==> config.mk <==
export PLATFORM = sky130hd
export DESIGN_NAME = dma_controller
export DESIGN_NICKNAME = d
export VERILOG_FILES = /design/src/rtl/dma_controller.sv
export SDC_FILE = /design/constraint.sdc
export NUM_CORES = 1
export LEC_CHECK = 0
export CAP_MARGIN = 20
export CORE_MARGIN = 2
export CORE_UTILIZATION = 44
export DETAILED_ROUTE_END_ITERATION = 10
export PLACE_DENSITY = 0.89
export SLEW_MARGIN = 15
export SYNTH_ARGS = -nofsm -noshare
export SYNTH_HDL_FRONTEND = slang
export SYNTH_SLANG_ARGS = --single-unit
export TNS_END_PERCENT = 1
==> constraint.sdc <==
create_clock -name clk -period 1.9 [get_ports clk]
set_clock_uncertainty 0.2 [all_clocks]
set_input_delay 0.38 -clock clk [delete_from_list [all_inputs] [get_ports clk]]
set_output_delay 0.38 -clock clk [all_outputs]
set_load 0.1 [all_outputs]
==> src/rtl/dma_controller.sv <==
// Bus-master DMA engine: acquires the memory bus via br/bg, reads LINES device lines
// by offset and writes each one to memory as a single line-write, then pulses dma_end.
module dma_controller #(
    parameter int WORD_SIZE      = 16,
    parameter int LINE_WORDS     = 4,
    parameter int LINES          = 3,
    parameter int DEVICE_BIT_LEN = 2
) (
    input  logic                             clk,
    input  logic                             reset_n,
    input  logic                             cmd,
    input  logic [WORD_SIZE-1:0]             cmd_addr,
    output logic                             br,
    input  logic                             bg,
    output logic [DEVICE_BIT_LEN-1:0]        offset,
    input  logic [LINE_WORDS*WORD_SIZE-1:0]  dev_data,
    output logic                             mem_write,
    output logic [WORD_SIZE-1:0]             mem_addr,
    output logic [LINE_WORDS*WORD_SIZE-1:0]  mem_data,
    input  logic                             mem_ack,
    output logic                             dma_end,
    output logic                             busy
);
    localparam int DW = LINE_WORDS * WORD_SIZE;

    typedef enum logic [2:0] {
        S_IDLE, S_REQ, S_SETUP, S_WRITE, S_RELEASE
    } state_t;

    state_t                    r_state;
    logic [WORD_SIZE-1:0]      r_base;
    logic [DEVICE_BIT_LEN-1:0] r_idx;
    logic                      r_br;
    logic [DEVICE_BIT_LEN-1:0] r_offset;
    logic                      r_mem_write;
    logic [WORD_SIZE-1:0]      r_mem_addr;
    logic [DW-1:0]             r_mem_data;
    logic                      r_dma_end;
    logic                      r_busy;

    logic [WORD_SIZE-1:0]      w_line_addr;
    logic [DEVICE_BIT_LEN-1:0] w_idx_nxt;
    logic                      w_last;

    // Line address wraps naturally at 2^WORD_SIZE.
    assign w_line_addr = r_base + (WORD_SIZE'(r_idx) * WORD_SIZE'(LINE_WORDS));
    assign w_idx_nxt   = r_idx + 1'b1;
    assign w_last      = (r_idx == DEVICE_BIT_LEN'(LINES - 1));

    always_ff @(posedge clk or negedge reset_n) begin
        if (!reset_n) begin
            r_state     <= S_IDLE;
            r_base      <= '0;
            r_idx       <= '0;
            r_br        <= 1'b0;
            r_offset    <= '1;
            r_mem_write <= 1'b0;
            r_mem_addr  <= '0;
            r_mem_data  <= '0;
            r_dma_end   <= 1'b0;
            r_busy      <= 1'b0;
        end else begin
            r_dma_end <= 1'b0;
            case (r_state)
                S_IDLE: begin
                    if (cmd) begin
                        r_base  <= cmd_addr;
                        r_idx   <= '0;
                        r_br    <= 1'b1;
                        r_busy  <= 1'b1;
                        r_state <= S_REQ;
                    end
                end
                S_REQ: begin
                    if (bg) begin
                        r_offset <= r_idx;
                        r_state  <= S_SETUP;
                    end
                end
                S_SETUP: begin
                    if (!bg) begin
                        r_offset <= '1;
                        r_state  <= S_REQ;
                    end else begin
                        r_mem_data  <= dev_data;
                        r_mem_addr  <= w_line_addr;
                        r_mem_write <= 1'b1;
                        r_state     <= S_WRITE;
                    end
                end
                S_WRITE: begin
                    // An ack in the same cycle as grant loss still completes the line.
                    if (mem_ack) begin
                        r_mem_write <= 1'b0;
                        if (w_last) begin
                            r_br     <= 1'b0;
                            r_offset <= '1;
                            r_state  <= S_RELEASE;
                        end else begin
                            r_idx    <= w_idx_nxt;
                            r_offset <= bg ? w_idx_nxt : '1;
                            r_state  <= bg ? S_SETUP : S_REQ;
                        end
                    end else if (!bg) begin
                        r_mem_write <= 1'b0;
                        r_offset    <= '1;
                        r_state     <= S_REQ;
                    end
                end
                S_RELEASE: begin
                    if (!bg) begin
                        r_busy    <= 1'b0;
                        r_dma_end <= 1'b1;
                        r_state   <= S_IDLE;
                    end
                end
                default: r_state <= S_IDLE;
            endcase
        end
    end

    assign br        = r_br;
    assign offset    = r_offset;
    assign mem_write = r_mem_write;
    assign mem_addr  = r_mem_addr;
    assign mem_data  = r_mem_data;
    assign dma_end   = r_dma_end;
    assign busy      = r_busy;
endmodule

==> impl_results.md <==
* Die W at 104.1 um
* Slew Limit Fails at 0
* Bufs on Longest Clock Path at 2
* YS warnings at 0
* Largest family of logic cells by synthesized area: multiplexers
* Htree depth at 3
* Worst skew pair latency at 0.35 ns
* Initial DRC Count at 140
* IO Count at 171
* Post-Layout Cell Count at 660
* CP top delay family: buffers and inverters
* Post-Synth XOR/XNOR Area at 2.582%
* # rows at 36
* Setup WS post-layout at 0.01668 ns
* Layout cells sized above 1 at 32.32%
* Area Growth Syn to Fin at 71.09%
* Tcrit/Tclk final at 99.12%
* Via count of the first global-routing pass at 3504
* Ranking of synthesized cells by area: dfrtp_1 60%, mux2_1 11%, mux2_2 8.7%
* Initial antenna violation count at 1
* CP required at 1.93 ns
* Overflow after GRT at 0
* Adder-Cell Fraction of Synth Area at 1.589%
* Max Fclk at 531.0 MHz
* Min cycle time layout at 1.883 ns
* Num CTS Buffers at 9
* Clock sink total at 107
* Critical-path cell list: clkdlybuf4s50_1, inv_2, nor4b_4, buf_6, buf_12, mux2_2
* Worst slew margin at 74.97%
* CTS tree: built
* Simple-Gate Fraction of Synth Area at 8.000%
* DP HPWL at 9.100 mm
* Die Area at 0.01084 mm2
* Placed Cells at 644
* Hold WC Path Type: in -> async
* Via Count at 3350
* Max Cap Viol at 0
* DRT Wirelength at 11.89 mm
* Final #Nets at 613
* Status: completed
* Place WS at -0.4117 ns
* Area fraction of the dominant cell type after synthesis at 59.57%
* EDFF count, synth at 0
* Leading area contributor after synthesis: dfrtp_1
* Post-Syn Nets at 423
* Post-Syn Instances at 333
* Post-synth ARST share at 100.0%
* CP endpoint kind: flip-flop
* Placeable Area at 0.009774 mm2
* Drt pass-1 iters at 4
* Critical path's slowest cell: clkdlybuf4s50_1
* CP max FO at 27
* Synth Flop Type: dfrtp_1
* Worst Tran Pin Value at 0.3660 ns
* Bufs and invs on worst path at 4
* Final Cell Area at 0.007546 mm2
* Number of distinct library cells after synthesis at 35
* Setup CP Type: in -> reg
* Clock-pin transition on the worst setup and hold timing paths at 0.10 ns
* Post-synthesis sequential area ratio at 60.77%
* Register bit total from synthesis at 107
* DRC viols at 0
* Crit path arrival time at 1.92 ns
* Vias/cell at 5.076
* Final hold vios at 0
* Largest net degree at the start of global routing at 61
* Drt wl/cell at 18.01 um
* Final Setup Violations at 0
* Antenna Nets Post-Route at 0
* Crit start category: input pin
* Synth Area per Inst at 13.24 um2
* GRT Util Overall at 22.30%
* Placed cell area at 0.007287 mm2
* Synth Cell Area at 0.004410 mm2
* Root Driver: clkbuf_8
* Starting density of the core at 45.12%
* First-pass GRT wire length at 19.04 mm
* Buffers on Ports at 170
* Synth Area in Compound Gates at 4.624%
* RSZ-0062 raised after global routing: yes
* Global placer's final weighted congestion at 0.8679
* CP peak stage delay at 0.49 ns
* Die height at 104.1 um
* Mux cell area share after synthesis at 19.91%
==> repair_timing <==
| item | 4_1_cts | 5_1_grt |
|---|---|---|
| buffers inserted | 0 | 0 |
| endpoints found under the setup margin | 22 | 49 |
| hold buffers | 1 | 0 |
| resized for setup | 1 | 12 |
| endpoints found under the hold margin | 105 | 0 |
| pin swaps | 1 | 4 |
==> routing by layer <==
layer  part of all wire [%]  GRT usage, %  vias up
met5                      0             0        -
met4                    2.1         7.143        0
met3                    5.1         4.699       22
met2                     53         37.88      137
met1                     40         28.67     1654
li1                       -             -     1537
==> cells by family (layout without fill, tap and decap cells) <==
group / Yosys count / in the layout
xor gates and xnor gates: 13 / 13
AOI/OAI and AO/OA: 36 / 36
and+or+nand+nor: 73 / 73
buffers and inverters: 21 / 214
muxes: 78 / 78
DFF: 107 / 107
adders and majority gates: 5 / 5
other: 0 / 1
==> stage by stage <==
step	hold slack [ns]	setup TNS (ns)	util, %
floorplan	-0.1156	0	-
global placement	-0.01156	-29.93	74.55
detailed placement	-0.01212	-32.22	74.55
CTS	0.1369	0	76.55
global route	0.1933	-0.3318	77.20
finish	0.2197	0	77.20
==> Yosys cell counts (5+ instances only) <==
cell,n
nor2_1,22
xnor2_1,12
nor2b_1,5
dfrtp_1,105
mux2_2,34
a21oi_1,19
nand3_1,5
mux2_1,44
o21ai_0,6
buf_2,5
nor3_1,5
buf_4,7
nand2_1,24
==> layout make-up <==
type / count / area (um2)
Antenna cell: 1 / 2.502
Clock buffer: 10 / 127.6
Clock inverter: 4 / 53.80
Fill cell: 556 / 2228
Inverter: 5 / 18.77
Multi-Input combinational cell: 205 / 1669
Sequential cell: 107 / 2680
Tap cell: 133 / 166.4
Timing Repair Buffer: 195 / 2828
==> placed cells by master, fill, tap and decap left out, types with 2 or more instances in the layout <==
cell / Yosys / layout
buf_6: 0 / 2
dfrtp_1: 105 / 105
nor3_1: 5 / 4
nand3_1: 5 / 5
nand2b_1: 3 / 3
mux2_2: 34 / 34
clkdlybuf4s50_1: 0 / 83
nand4_1: 3 / 3
xnor2_1: 12 / 12
o21ai_0: 6 / 6
nor2b_1: 5 / 5
inv_1: 4 / 4
a21oi_1: 19 / 19
nor2_1: 22 / 22
buf_12: 0 / 91
clkbuf_8: 0 / 9
o22ai_1: 2 / 2
nor4_4: 0 / 2
a31oi_1: 2 / 2
clkinvlp_4: 0 / 2
dfstp_2: 2 / 2
buf_4: 7 / 17
nand2_1: 24 / 24
mux2_1: 44 / 43
ha_1: 4 / 3
==> path summary, 6_finish.rpt <==
path / from / endpoint / slack [ns] / depth (start not counted)
max: bg / mem_data[43]$_DFFE_PN0P_ / 0.02 / 6
min: reset_n / mem_data[17]$_DFFE_PN0P_ / 0.22 / 2
max reg2reg: r_base[2]$_DFFE_PN0P_ / mem_addr[12]$_DFFE_PN0P_ / 0.04 / 6
min reg2reg: r_base[0]$_DFFE_PN0P_ / r_base[0]$_DFFE_PN0P_ / 0.29 / 2
max in group asynchronous: reset_n / r_base[1]$_DFFE_PN0P_ / 0.76 / 3
min in group clk: r_base[0]$_DFFE_PN0P_ / r_base[0]$_DFFE_PN0P_ / 0.29 / 2
==> registers in the layout (all words and copies together) (netlist names) <==
signal and flops:
br 1, busy 1, dma_end 1, mem_addr 16, mem_data 64, mem_write 1, offset 2, r_base 16
r_idx 2, r_state 3
==> worst register-to-register path, stage by stage (launching register included) <==
cell	delay (ns)
dfrtp_1	0.39
ha_2	0.20
fa_2	0.35
nand4_1	0.23
nor3_2	0.09
xnor2_1	0.21
a21oi_1	0.10
Power is left out: the tool's default activity adds up to more than one toggle a clock period on the data nets, which glitch-free logic cannot reach.
